`config.mk`:
```
export PLATFORM = sky130hd
export DESIGN_NAME = cn_job_master_flat
export DESIGN_NICKNAME = d
export VERILOG_FILES = /design/src/rtl/cn_job_master_if.sv /design/src/rtl/cn_job_master.sv /design/src/flat_wrapper.sv
export SDC_FILE = /design/constraint.sdc
export NUM_CORES = 1
export LEC_CHECK = 0
export CORE_UTILIZATION = 50
export DETAILED_ROUTE_END_ITERATION = 10
export PLACE_DENSITY = 0.83
export RECOVER_POWER = 25
export SYNTH_ARGS = -nofsm -noshare
export SYNTH_HDL_FRONTEND = slang
export SYNTH_SLANG_ARGS = --single-unit
```
`constraint.sdc`:
```
create_clock -name clk -period 3.75 [get_ports clk]
set_input_delay 0.5625 -clock clk [delete_from_list [all_inputs] [get_ports clk]]
set_output_delay 0.5625 -clock clk [all_outputs]
set_load 0.01 [all_outputs]
```
`src/rtl/cn_job_master_if.sv`:
```
// cn_job_master_if
//   Bundles the two buses that cn_job_master sits between:
//     - the host job stream: job_valid / job_ready / job_data
//     - the miner core register port: reg_address / reg_write / reg_wrdata / reg_rddata
//   Modports:
//     master : the job master's view. It consumes job words and initiates register accesses.
//     slave  : the opposite side, meaning the job source together with the register responder.
interface cn_job_master_if;
  logic        job_valid;
  logic        job_ready;
  logic [31:0] job_data;
  logic [9:0]  reg_address;
  logic        reg_write;
  logic [31:0] reg_wrdata;
  logic [31:0] reg_rddata;

  modport master (
    input  job_valid, job_data, reg_rddata,
    output job_ready, reg_address, reg_write, reg_wrdata
  );

  modport slave (
    output job_valid, job_data, reg_rddata,
    input  job_ready, reg_address, reg_write, reg_wrdata
  );
endinterface

```
`src/rtl/cn_job_master.sv`:
```
// cn_job_master
//   Register-bus initiator for the miner core. For each job it performs these steps in order:
//     1. Clear the sticky finish flag.
//     2. Stream H0_WORDS h0 words to 0x100+k, then CODE_WORDS code words to 0x000+k.
//     3. Write the start bit.
//     4. Poll status until bit0 is set.
//     5. Acknowledge the finish.
//     6. Pulse done and report the elapsed cycle count.
//   If the core does not finish within TIMEOUT_CYCLES, the block writes the soft-reset
//   register instead and pulses timeout_err.
// Ports:
//   clk          clock
//   reset        synchronous, active-high reset
//   bus          job stream and register port (cn_job_master_if.master)
//   busy         high from leaving IDLE until returning to IDLE
//   done         one-cycle pulse after a successful job
//   timeout_err  one-cycle pulse together with the soft-reset write
//   run_cycles   cycles from the start write to the finishing status sample
module cn_job_master #(
  parameter int          H0_WORDS       = 28,
  parameter int          CODE_WORDS     = 142,
  parameter int          POLL_INTERVAL  = 16,
  parameter logic [31:0] TIMEOUT_CYCLES = 32'h0100_0000
) (
  input  logic                   clk,
  input  logic                   reset,
  cn_job_master_if.master        bus,
  output logic                   busy,
  output logic                   done,
  output logic                   timeout_err,
  output logic [31:0]            run_cycles
);

  localparam logic [3:0] S_IDLE      = 4'd0;
  localparam logic [3:0] S_CLR       = 4'd1;
  localparam logic [3:0] S_LOAD_H0   = 4'd2;
  localparam logic [3:0] S_LOAD_CODE = 4'd3;
  localparam logic [3:0] S_START     = 4'd4;
  localparam logic [3:0] S_POLL_WAIT = 4'd5;
  localparam logic [3:0] S_RD_ADDR   = 4'd6;
  localparam logic [3:0] S_RD_SAMPLE = 4'd7;
  localparam logic [3:0] S_ACK       = 4'd8;
  localparam logic [3:0] S_DONE      = 4'd9;
  localparam logic [3:0] S_SRST      = 4'd10;

  localparam logic [9:0] ADDR_STATUS  = 10'h200;
  localparam logic [9:0] ADDR_CLEAR   = 10'h201;
  localparam logic [9:0] ADDR_SOFTRST = 10'h202;
  localparam logic [9:0] ADDR_H0_BASE = 10'h100;

  localparam logic [8:0]  H0_LAST      = 9'(H0_WORDS - 1);
  localparam logic [8:0]  CODE_LAST    = 9'(CODE_WORDS - 1);
  localparam logic [15:0] POLL_LAST    = 16'(POLL_INTERVAL - 1);
  localparam logic [31:0] TIMEOUT_LAST = TIMEOUT_CYCLES - 32'd1;

  logic [3:0]  state_reg, state_next;
  logic [8:0]  word_cnt_reg;
  logic [15:0] poll_cnt_reg;
  logic [31:0] cyc_cnt_reg;
  logic        job_ready_reg;
  logic        busy_reg;
  logic        done_reg;
  logic        timeout_err_reg;
  logic [31:0] run_cycles_reg;
  logic [9:0]  reg_address_reg;
  logic        reg_write_reg;
  logic [31:0] reg_wrdata_reg;

  logic accept;
  logic finish;
  logic expired;
  logic polling;

  assign accept  = bus.job_valid && job_ready_reg;
  assign finish  = bus.reg_rddata[0];
  // One counter serves both purposes: it is the elapsed run time and the watchdog.
  // Comparing against TIMEOUT_CYCLES-1 makes the TIMEOUT_CYCLES-th polling cycle the last one.
  assign expired = (cyc_cnt_reg >= TIMEOUT_LAST);
  assign polling = (state_reg == S_POLL_WAIT) || (state_reg == S_RD_ADDR) ||
                   (state_reg == S_RD_SAMPLE);

  always_comb begin
    state_next = state_reg;
    case (state_reg)
      S_IDLE:      if (bus.job_valid) state_next = S_CLR;
      S_CLR:       state_next = S_LOAD_H0;
      S_LOAD_H0:   if (accept && (word_cnt_reg == H0_LAST)) state_next = S_LOAD_CODE;
      S_LOAD_CODE: if (accept && (word_cnt_reg == CODE_LAST)) state_next = S_START;
      S_START:     state_next = S_POLL_WAIT;
      S_POLL_WAIT: begin
        if (expired)                        state_next = S_SRST;
        else if (poll_cnt_reg == POLL_LAST) state_next = S_RD_ADDR;
      end
      S_RD_ADDR:   state_next = expired ? S_SRST : S_RD_SAMPLE;
      // A finish seen on the expiry cycle still completes the job normally.
      S_RD_SAMPLE: begin
        if (finish)       state_next = S_ACK;
        else if (expired) state_next = S_SRST;
        else              state_next = S_POLL_WAIT;
      end
      S_ACK:       state_next = S_DONE;
      S_DONE:      state_next = S_IDLE;
      S_SRST:      state_next = S_IDLE;
      default:     state_next = S_IDLE;
    endcase
  end

  always_ff @(posedge clk) begin
    if (reset) begin
      state_reg       <= S_IDLE;
      word_cnt_reg    <= '0;
      poll_cnt_reg    <= '0;
      cyc_cnt_reg     <= '0;
      job_ready_reg   <= 1'b0;
      busy_reg        <= 1'b0;
      done_reg        <= 1'b0;
      timeout_err_reg <= 1'b0;
      run_cycles_reg  <= '0;
      reg_address_reg <= '0;
      reg_write_reg   <= 1'b0;
      reg_wrdata_reg  <= '0;
    end else begin
      state_reg       <= state_next;
      busy_reg        <= (state_next != S_IDLE);
      // job_ready is derived from the next state, so it is already high in the
      // first load cycle and already low in the START cycle.
      job_ready_reg   <= (state_next == S_LOAD_H0) || (state_next == S_LOAD_CODE);
      done_reg        <= (state_reg == S_DONE);
      timeout_err_reg <= (state_reg == S_SRST);
      reg_write_reg   <= 1'b0;
      reg_wrdata_reg  <= '0;
      poll_cnt_reg    <= (state_reg == S_POLL_WAIT) ? poll_cnt_reg + 16'd1 : 16'd0;

      if (polling && (cyc_cnt_reg != 32'hFFFF_FFFF)) cyc_cnt_reg <= cyc_cnt_reg + 32'd1;

      // Each write is issued from its state and appears on the bus in the
      // following cycle. This lets the start write follow the last code write
      // without the two colliding.
      case (state_reg)
        S_CLR: begin
          reg_write_reg   <= 1'b1;
          reg_address_reg <= ADDR_CLEAR;
          word_cnt_reg    <= '0;
        end
        S_LOAD_H0: if (accept) begin
          reg_write_reg   <= 1'b1;
          reg_address_reg <= ADDR_H0_BASE + {1'b0, word_cnt_reg};
          reg_wrdata_reg  <= bus.job_data;
          word_cnt_reg    <= (word_cnt_reg == H0_LAST) ? 9'd0 : word_cnt_reg + 9'd1;
        end
        S_LOAD_CODE: if (accept) begin
          reg_write_reg   <= 1'b1;
          reg_address_reg <= {1'b0, word_cnt_reg};
          reg_wrdata_reg  <= bus.job_data;
          word_cnt_reg    <= (word_cnt_reg == CODE_LAST) ? 9'd0 : word_cnt_reg + 9'd1;
        end
        S_START: begin
          reg_write_reg   <= 1'b1;
          reg_address_reg <= ADDR_STATUS;
          reg_wrdata_reg  <= 32'd1;
          cyc_cnt_reg     <= '0;
        end
        S_POLL_WAIT: if (state_next == S_RD_ADDR) reg_address_reg <= ADDR_STATUS;
        S_RD_SAMPLE: if (finish) run_cycles_reg <= cyc_cnt_reg;
        S_ACK: begin
          reg_write_reg   <= 1'b1;
          reg_address_reg <= ADDR_CLEAR;
        end
        S_SRST: begin
          reg_write_reg   <= 1'b1;
          reg_address_reg <= ADDR_SOFTRST;
        end
        default: ;
      endcase
    end
  end

  assign bus.job_ready   = job_ready_reg;
  assign bus.reg_address = reg_address_reg;
  assign bus.reg_write   = reg_write_reg;
  assign bus.reg_wrdata  = reg_wrdata_reg;
  assign busy            = busy_reg;
  assign done            = done_reg;
  assign timeout_err     = timeout_err_reg;
  assign run_cycles      = run_cycles_reg;

endmodule

```
`src/flat_wrapper.sv`:
```
// flat-port wrapper written by rule: the top's interface ports become plain ports
module cn_job_master_flat 
#(
  parameter int          H0_WORDS       = 28,
  parameter int          CODE_WORDS     = 142,
  parameter int          POLL_INTERVAL  = 16,
  parameter logic [31:0] TIMEOUT_CYCLES = 32'h0100_0000
)
  (clk, reset, busy, done, timeout_err, run_cycles, bus_job_valid, bus_job_data, bus_reg_rddata, bus_job_ready, bus_reg_address, bus_reg_write, bus_reg_wrdata);
  cn_job_master_if bus_i ();
  input  logic clk;
  input  logic reset;
  output logic busy;
  output logic done;
  output logic timeout_err;
  output logic [31:0] run_cycles;
  input wire logic [$bits(bus_i.job_valid)-1:0] bus_job_valid;
  input wire logic [$bits(bus_i.job_data)-1:0] bus_job_data;
  input wire logic [$bits(bus_i.reg_rddata)-1:0] bus_reg_rddata;
  output wire logic [$bits(bus_i.job_ready)-1:0] bus_job_ready;
  output wire logic [$bits(bus_i.reg_address)-1:0] bus_reg_address;
  output wire logic [$bits(bus_i.reg_write)-1:0] bus_reg_write;
  output wire logic [$bits(bus_i.reg_wrdata)-1:0] bus_reg_wrdata;
  assign bus_i.job_valid = bus_job_valid;
  assign bus_i.job_data = bus_job_data;
  assign bus_i.reg_rddata = bus_reg_rddata;
  assign bus_job_ready = bus_i.job_ready;
  assign bus_reg_address = bus_i.reg_address;
  assign bus_reg_write = bus_i.reg_write;
  assign bus_reg_wrdata = bus_i.reg_wrdata;
  cn_job_master #(.H0_WORDS(H0_WORDS), .CODE_WORDS(CODE_WORDS), .POLL_INTERVAL(POLL_INTERVAL), .TIMEOUT_CYCLES(TIMEOUT_CYCLES)) u_core (.clk(clk), .reset(reset), .bus(bus_i), .busy(busy), .done(done), .timeout_err(timeout_err), .run_cycles(run_cycles));
endmodule
```
==> flow_summary_export.csv, run 1 <==
group,metric,value,unit
drt,routed_wl,13200,um
drt,drt_iter0_markers,330,
timing,max_freq,386.5,MHz
timing,relSlewSlack,10.53,%
placement,gp_congestion,0.8571,
global_route,gr-total-overflow,0,
timing,min_period,2.587,ns
placement,hpwlAfterDp,8977,um
timing,worst_slew_pin_slew,1.342,ns
logic_synthesis,synth_flop_cell,"dfxtp_1",
drt,dr.max_layer_used,"met4",
timing,finalHoldViolCount,0,
power_and_ir_drop,power_density,463.4,nW/um2
logic_synthesis,synth_fa_ha_area_share,0.8826,%
worst_setup_path,path_buf_inv,2,
logic_synthesis,synth_cell_types,50,
clocking,clock_latency,0.42,ns
worst_setup_path,critical-path-max-stage-delay,0.99,ns
drt,wl_met1,5402,um
timing,setup_viol,0,
clocking,clock_sinks,140,
logic_synthesis,async_flop_share,0,%
drt,route.met3.wl,1026,um
power_and_ir_drop,cellLeakagePower,2.689,nW
logic_synthesis,synthSimpleGateAreaFrac,29.88,%
placement,placed_cells,883,
floorplan,die_area,11770,um2
drt,vias,4921,
layout,fin_nets,833,
layout,drive_gt1_share,6.323,%
layout,fin_cells,915,
worst_setup_path,critPathSlowestCell,"clkbuf_1",
logic_synthesis,synth_compound_area_share,8.628,%
layout,final_cell_mix,"dfxtp_1 (140), clkdlybuf4s50_1 (106), nand2_1 (85), nor2_1 (82), a21oi_1 (44)",
layout,multi_input_area,2685,um2
floorplan,die_w,108.5,um
layout,diodes,0,
logic_synthesis,synthXorXnorAreaFrac,7.723,%
power_and_ir_drop,peakVddDrop,294.3,uV
floorplan,core,10940,um2
worst_setup_path,critPathMaxFanout,32,
floorplan,start_util,51.85,%
timing,finalCritPeriodShare,68.99,%
clocking,cts_buffers,17,
global_route,grt_pass1_vias,4798,
timing,rsz0062_at_grt,"false",
timing,slew_violations,0,
global_route,grt_max_degree,33,
worst_setup_path,crit_arrival,2.88,ns
logic_synthesis,synth_edf_count,0,
worst_setup_path,crit_family,"buffers and inverters",
worst_setup_path,worstSetupPathType,"input pin to flip-flop",
worst_setup_path,path_common_cell,"clkbuf_1",
timing,fin_skew,0.007006,ns
worst_setup_path,rr_worst_depth,6,
power_and_ir_drop,total_power,3.497,mW
worst_hold_path,min_path_cells,2,
placement,io_buffer_count,114,
logic_synthesis,syn_area_per_cell,8.644,um2
layout,seqCellArea,2803,um2
logic_synthesis,syn_nets,727,
drt,wl_per_cell,14.42,um
timing,fin_hold_ws,0.4528,ns
clocking,cts_buffer_depth,2,
global_route,grt_antenna_before_repair,0,
clocking,cts_resized,0,
clocking,ctsHoldBuffers,0,
timing,tns,0,ns
worst_hold_path,worst_hold_path_type,"flip-flop to flip-flop",
logic_synthesis,seq_area_frac_synth,49.43,%
layout,syn_to_final_growth,33.08,%
drt,dr_wl_met2,6511,um
clocking,htreeDepth,4,
run_status,status,"completed",
floorplan,rows,38,
logic_synthesis,yosysWarnings,0,
drt,via_per_inst,5.378,
drt,first_pass_iters,5,
layout,final.fill_count,855,
logic_synthesis,ys_ff_latch,140,
logic_synthesis,synth_top_family_by_area,"simple AND/OR/NAND/NOR gates",
worst_setup_path,cp-end-kind,"flip-flop",
clocking,post_cts_buffers,0,
drt,postRouteAntennaNets,0,
logic_synthesis,synth_cells,656,
drt,drc_errors,0,
global_route,grt_pass1_wl,21610,um
floorplan,pin_count,146,
worst_setup_path,path_depth,5,
clocking,cts-root-buf,"clkbuf_16",
global_route,grt_usage,23.55,%
logic_synthesis,synth_mux_area_share,0.1986,%
flow_run,max_cap_violations,0,
worst_setup_path,start_kind,"input pin",
clocking,clkTransAtPathRegs,0.06,ns
floorplan,dieHeight,108.5,um
placement,place_area,6892,um2
worst_setup_path,cp_cell_sequence,"clkbuf_1 > clkbuf_1 > nor2_1 > o211ai_1 > o21ai_0",
logic_synthesis,netlist_area,5670,um2
clocking,cts_tree,"yes",
layout,final_common_cell,"dfxtp_1",
layout,final_cell_area,7546,um2
worst_setup_path,cp.required,4.05,ns
through the flow:
step                      worst slack, ns  utilization [%]
after global routing               0.9845            69.00
after CTS                           1.218            69.14
after detailed placement            1.192            63.02
after floorplan                     1.764                -
after global placement              1.256            63.02
final                               1.163            69.00
kinds of logic (layout without fill, tap and decap cells):
group / Yosys count / in the layout
buf+inv: 44 / 163
flops: 140 / 140
mux: 1 / 1
fa+ha+maj: 4 / 4
xor+xnor: 50 / 50
simple gates: 333 / 333
compound gates: 84 / 84
tightest hold or removal path: cells and delay by family, from the launching register on:
kind	cells	cell delay, ns
flip-flops	1	0.31
AO/OA/AOI/OAI	1	0.05
AND/OR/NAND/NOR	1	0.05
synthesized netlist by cell type, types with 2 or more instances:
cell,n,share of area [%]
dfxtp_1,140,49
nand2_1,85,5.6
nor2_1,83,5.5
a21oi_1,44,3.9
and2_1,36,4.0
xor2_1,36,5.6
clkbuf_1,26,1.7
nand3_1,26,2.3
nand4_1,24,2.6
o21ai_0,15,1.3
xnor2_1,14,2.2
and3_1,12,1.3
nand2b_1,12,1.3
nor3_1,12,1.1
inv_1,11,0.73
nor4_1,7,0.77
and4_1,6,0.93
o211ai_1,6,0.79
buf_2,4,0.35
ha_1,4,0.88
nor2b_1,4,0.44
or2_2,4,0.44
or3_1,4,0.44
a211oi_1,3,0.40
or4_1,3,0.40
a21o_1,2,0.26
a31oi_1,2,0.22
buf_6,2,0.40
nand4_2,2,0.44
nand4b_1,2,0.31
nor3b_1,2,0.26
nor4b_1,2,0.31
o22ai_1,2,0.22
o311ai_0,2,0.31
o31ai_1,2,0.26
per-layer routing:
metal  vias to the layer above  track usage, %
met5                         -               0
met4                         0           9.942
met3                        27           9.102
met2                       183           39.38
met1                      2273           26.67
li1                       2438               -
path summary, 6_finish.rpt:
path | from | to | slack, ns
max | reset | u_core.bus.reg_address[9] | 1.16
min reg2reg | u_core.run_cycles[12] | u_core.run_cycles[12] | 0.45
min | u_core.run_cycles[12] | u_core.run_cycles[12] | 0.45
max reg2reg | u_core.cyc_cnt_reg[0] | u_core.cyc_cnt_reg[3] | 1.17
where the power goes:
part | switching (mW) | internal [mW] | total [mW] | leakage, nW
clock network | 0.612 | 1.25 | 1.86 | 0.326
registers | 0.0140 | 1.50 | 1.51 | 1.13
logic | 0.0608 | 0.0621 | 0.123 | 1.23
total | 0.687 | 2.81 | 3.50 | 2.69
cell type report:
type / count / area share, %
inverter: 11 / 0.5472
clock inverter: 10 / 2.454
tap: 140 / 2.321
multi-input combinational: 472 / 35.58
clock buffer: 22 / 6.417
timing repair buffer: 120 / 15.54
sequential: 140 / 37.14
Power figures use the tool's default switching activity.
==> run 2, diff against run 1 <==
Settings changed: CORE_UTILIZATION 50 to 49, PLACE_DENSITY 0.83 to 0.81.
Clock period 3.75 ns to 2.6 ns, I/O delays scaled along.
==> flow_summary_export.csv, run 2 (same netlist as run 1, synthesis figures left out) <==
group,metric,value,unit
power_and_ir_drop,p_int,3.706,mW
timing,finalHoldViolCount,0,
worst_hold_path,worst_hold_path_type,"input pin to flip-flop",
worst_setup_path,path_depth,8,
drt,drt_iter0_markers,316,
power_and_ir_drop,power_density,623.4,nW/um2
power_and_ir_drop,p_comb_share,3.8,%
worst_setup_path,path_common_cell,"buf_4",
worst_setup_path,ff2ff_setup_slack,0.29,ns
drt,wl_per_cell,13.80,um
timing,worst_slew_pin_slew,0.6303,ns
worst_setup_path,r2r_start,"u_core.cyc_cnt_reg[2]",
worst_setup_path,cp-end-kind,"flip-flop",
clocking,ctsHoldBuffers,0,
clocking,clkTransAtPathRegs,0.06,ns
drt,via_per_inst,5.325,
layout,final_common_cell,"dfxtp_1",
worst_setup_path,critical-path-max-stage-delay,0.53,ns
placement,gp_congestion,0.8758,
timing,fin_skew,0.005969,ns
worst_setup_path,cp_cell_sequence,"and4_1 > nand4_2 > buf_4 > o31ai_1 > a211oi_2 > buf_4 > nor3b_1 > a31o_1",
timing,slew_violations,0,
clocking,htreeDepth,4,
worst_setup_path,worstSetupPathType,"flip-flop to flip-flop",
run_status,status,"completed",
worst_setup_path,rr_worst_depth,8,
timing,min_period,2.314,ns
power_and_ir_drop,clkPwrFrac,50.0,%
worst_setup_path,cp-endpoint,"u_core.bus.reg_address[0]",
drt,routed_wl,12780,um
clocking,cts_resized,0,
layout,fin_nets,844,
worst_setup_path,regToRegEndpoint,"u_core.bus.reg_address[0]",
worst_setup_path,critPathMaxFanout,20,
floorplan,rows,38,
worst_setup_path,crit_family,"compound AO/OA/AOI/OAI gates",
global_route,grt_max_degree,33,
drt,drc_errors,0,
global_route,grt_usage,23.02,%
global_route,gr-total-overflow,0,
power_and_ir_drop,cellLeakagePower,2.867,nW
layout,drive_gt1_share,8.142,%
timing,max_freq,432.1,MHz
layout,final_cell_area,7559,um2
timing,finalCritPeriodShare,89.00,%
floorplan,dieHeight,109.6,um
timing,rsz0062_at_grt,"false",
placement,placed_cells,894,
worst_setup_path,path_buf_inv,2,
layout,syn_to_final_growth,33.30,%
power_and_ir_drop,p_sw_share,21.35,%
timing,setup_viol,0,
worst_setup_path,critPathSlowestCell,"o31ai_1",
placement,io_buffer_count,114,
clocking,cts_tree,"yes",
floorplan,die_w,109.6,um
floorplan,die_area,12010,um2
drt,postRouteAntennaNets,0,
clocking,cts-root-buf,"clkbuf_16",
global_route,grt_antenna_before_repair,0,
layout,diodes,0,
worst_setup_path,critPathLaunch,"u_core.cyc_cnt_reg[2]",
placement,place_area,6979,um2
floorplan,pin_count,146,
layout,final_cell_mix,"dfxtp_1 (140), nand2_1 (85), nor2_1 (82), clkdlybuf4s50_1 (63), dlygate4sd3_1 (50)",
worst_setup_path,start_kind,"flip-flop",
power_and_ir_drop,p_switching,1.006,mW
clocking,clock_latency,0.42,ns
clocking,cts_buffer_depth,2,
drt,vias,4931,
drt,first_pass_iters,5,
clocking,clock_sinks,140,
clocking,post_cts_buffers,0,
global_route,grt_pass1_vias,4895,
layout,postLayoutCoreUtil,68.23,%
layout,final.fill_count,859,
layout,fin_cells,926,
power_and_ir_drop,total_power,4.712,mW
worst_setup_path,crit_arrival,2.68,ns
floorplan,core,11080,um2
floorplan,start_util,51.19,%
power_and_ir_drop,power_frac_seq,46.3,%
global_route,grt_pass1_wl,21500,um
placement,hpwlAfterDp,9092,um
flow_run,max_cap_violations,0,
clocking,cts_buffers,17,
power_and_ir_drop,peakVddDrop,425.4,uV
timing,tns,0,ns
worst_setup_path,cp.required,2.97,ns
timing,relSlewSlack,57.62,%
[run 2: power groups by stage]
stage / clock [mW] / sequential [mW] / combinational [mW]
after floorplan: 0 / 2.22 / 0.0868
after global placement: 0 / 2.23 / 0.175
after detailed placement: 0 / 2.23 / 0.179
after CTS: 2.39 / 2.18 / 0.180
after global routing: 2.48 / 2.18 / 0.194
final: 2.35 / 2.18 / 0.177
[run 2: area by class of cell]
| cell class | instances | area, um2 | area share (%) |
|---|---|---|---|
| Multi-Input combinational cell | 472 | 2696 | 35.67 |
| Tap cell | 140 | 175.2 | 2.317 |
| Inverter | 11 | 41.29 | 0.5463 |
| Timing Repair Buffer | 131 | 1264 | 16.72 |
| Clock inverter | 11 | 118.9 | 1.573 |
| Sequential cell | 140 | 2803 | 37.08 |
| Clock buffer | 21 | 460.4 | 6.092 |
[run 2: worst min-delay path by stage]
stage	start	end	slack (ns)	cells after the start
6_report	reset	u_core.state_reg[2]	0.39	2
5_1_grt	reset	u_core.state_reg[2]	0.40	2
4_1_cts	reset	u_core.state_reg[2]	0.36	2
3_5_place_dp	u_core.poll_cnt_reg[0]	u_core.poll_cnt_reg[0]	0.44	1
3_3_place_gp	u_core.poll_cnt_reg[0]	u_core.poll_cnt_reg[0]	0.43	1
2_1_floorplan	u_core.poll_cnt_reg[0]	u_core.poll_cnt_reg[0]	0.42	1
[run 2: worst register-to-register path: cells and delay by family, from the launching register on]
family / cells / cell delay, ns
AND/OR/NAND/NOR: 3 / 0.63
AO/OA/AOI/OAI: 3 / 0.79
flip-flops: 1 / 0.42
buffers and inverters: 2 / 0.41
[run 2: metrics by stage]
step / setup WS, ns / hold WS, ns
detailed placement: 0.3222 / 0.4355
global route: 0.1428 / 0.3989
floorplan: 0.6140 / 0.4179
CTS: 0.3117 / 0.3644
finish: 0.2859 / 0.3858
global placement: 0.4002 / 0.4281
[run 2: layer usage]
metal  global-route usage, %  routed length [um]
met5                       0                   0
met4                   10.86                 238
met3                   8.714                1163
met2                   39.26                6191
met1                   25.21                5190
==> run 3, diff against run 2 <==
Settings changed: CORE_MARGIN from default to 5.
==> flow_summary_export.csv, run 3 (same netlist as run 1, synthesis figures left out) <==
group,metric,value,unit
worst_setup_path,cp-end-kind,"flip-flop",
global_route,grt_pass1_vias,5145,
timing,finalHoldViolCount,0,
worst_setup_path,cp.required,2.96,ns
power_and_ir_drop,power_density,622.9,nW/um2
timing,slew_violations,0,
global_route,met3_usage,9.419,%
timing,worst_slew_pin_slew,0.6892,ns
worst_setup_path,worstSetupPathType,"flip-flop to flip-flop",
timing,finalCritPeriodShare,86.26,%
drt,routed_wl,13700,um
layout,syn_to_final_growth,33.45,%
power_and_ir_drop,p_sw_share,21.66,%
timing,fin_skew,0.009514,ns
timing,relSlewSlack,53.70,%
global_route,top_usage_layer,"met2",
drt,postRouteAntennaNets,0,
timing,rsz0062_at_grt,"false",
power_and_ir_drop,p_int,3.692,mW
clocking,ctsHoldBuffers,0,
drt,via_per_inst,5.385,
layout,drive_gt1_share,8.025,%
worst_setup_path,crit_arrival,2.61,ns
global_route,gr-total-overflow,0,
floorplan,rows,39,
power_and_ir_drop,clkPwrFrac,49.9,%
timing,layout_setup_ws,0.3573,ns
floorplan,pin_count,146,
global_route,grt_usage,20.17,%
global_route,met1_usage,21.63,%
global_route,met2_usage,34.90,%
drt,first_pass_iters,5,
clocking,post_cts_buffers,0,
clocking,cts_resized,0,
timing,max_freq,445.9,MHz
worst_hold_path,worst_hold_path_type,"flip-flop to flip-flop",
drt,vias,4997,
global_route,grt_pass1_wl,23630,um
floorplan,dieHeight,117.6,um
clocking,cts_buffer_depth,2,
layout,final.fill_count,928,
clocking,clock_latency,0.42,ns
worst_setup_path,critPathMaxFanout,20,
clocking,htreeDepth,4,
timing,setup_viol,0,
run_status,status,"completed",
floorplan,die_w,117.6,um
floorplan,die_area,13820,um2
placement,io_buffer_count,114,
clocking,cts-root-buf,"clkbuf_16",
layout,diodes,0,
clocking,cts_buffers,17,
clocking,clock_sinks,140,
power_and_ir_drop,p_switching,1.021,mW
clocking,clkTransAtPathRegs,0.06,ns
timing,min_period,2.243,ns
drt,drc_errors,0,
layout,fin_nets,843,
placement,placed_cells,896,
floorplan,core,11370,um2
placement,gp_congestion,0.8853,
global_route,grt_antenna_before_repair,0,
layout,final_cell_mix,"dfxtp_1 (140), nand2_1 (85), nor2_1 (82), clkdlybuf4s50_1 (63), dlygate4sd3_1 (50)",
layout,fin_cells,928,
timing,tns,0,ns
clocking,cts_tree,"yes",
global_route,grt_max_degree,33,
power_and_ir_drop,p_comb_share,3.9,%
placement,dp_slack,0.2838,ns
power_and_ir_drop,power_frac_seq,46.3,%
worst_setup_path,start_kind,"flip-flop",
layout,final_cell_area,7567,um2
drt,wl_per_cell,14.76,um
floorplan,start_util,49.87,%
layout,postLayoutCoreUtil,66.56,%
power_and_ir_drop,peakVddDrop,462.8,uV
placement,place_area,6983,um2
flow_run,max_cap_violations,0,
layout,final_common_cell,"dfxtp_1",
power_and_ir_drop,cellLeakagePower,2.860,nW
placement,hpwlAfterDp,9718,um
drt,drt_iter0_markers,485,
## run 3: path summary, 6_finish.rpt
check                        start                         to  slack (ns)  cells past startpoint
max          u_core.cyc_cnt_reg[2]  u_core.bus.reg_address[0]        0.36                      8
min          u_core.run_cycles[21]      u_core.run_cycles[21]        0.45                      2
min reg2reg  u_core.run_cycles[21]      u_core.run_cycles[21]        0.45                      2
max reg2reg  u_core.cyc_cnt_reg[2]  u_core.bus.reg_address[0]        0.36                      8
## run 3: per-stage QoR
stage               power (mW)  hold WS (ns)
floorplan                2.309        0.4179
global placement         2.403        0.4287
detailed placement       2.409        0.4472
CTS                      4.757        0.4373
global route             4.893        0.4659
finish                   4.713        0.4495
## run 3: worst max-delay path: stages, from the launching register on
cell and delay [ns]:
dfxtp_1 0.43, and4_1 0.28, nand4_2 0.18, buf_4 0.20
o31ai_1 0.40, a211oi_1 0.21, buf_12 0.20, nor3b_1 0.18
a31o_1 0.11
## run 3: power by group through the flow
stage	sequential [mW]	combinational, mW	clock [mW]
final	2.18	0.182	2.35
after global routing	2.18	0.198	2.51
after global placement	2.22	0.178	0
after CTS	2.18	0.184	2.39
after floorplan	2.22	0.0868	0
after detailed placement	2.23	0.182	0
## run 3: layout make-up
cell class	instances	area [um2]	area share, %
Clock inverter	13	141.4	1.868
Sequential cell	140	2803	37.04
Timing Repair Buffer	130	1269	16.77
Tap cell	143	178.9	2.364
Inverter	11	41.29	0.5456
Clock buffer	19	442.9	5.853
Multi-Input combinational cell	472	2691	35.57
## run 3: metal layers
metal | part of all wire (%) | up-vias
met3 | 9.4 | 29
met1 | 39 | 2332
met5 | 0 | -
li1 | - | 2471
met4 | 1.9 | 0
met2 | 50 | 165
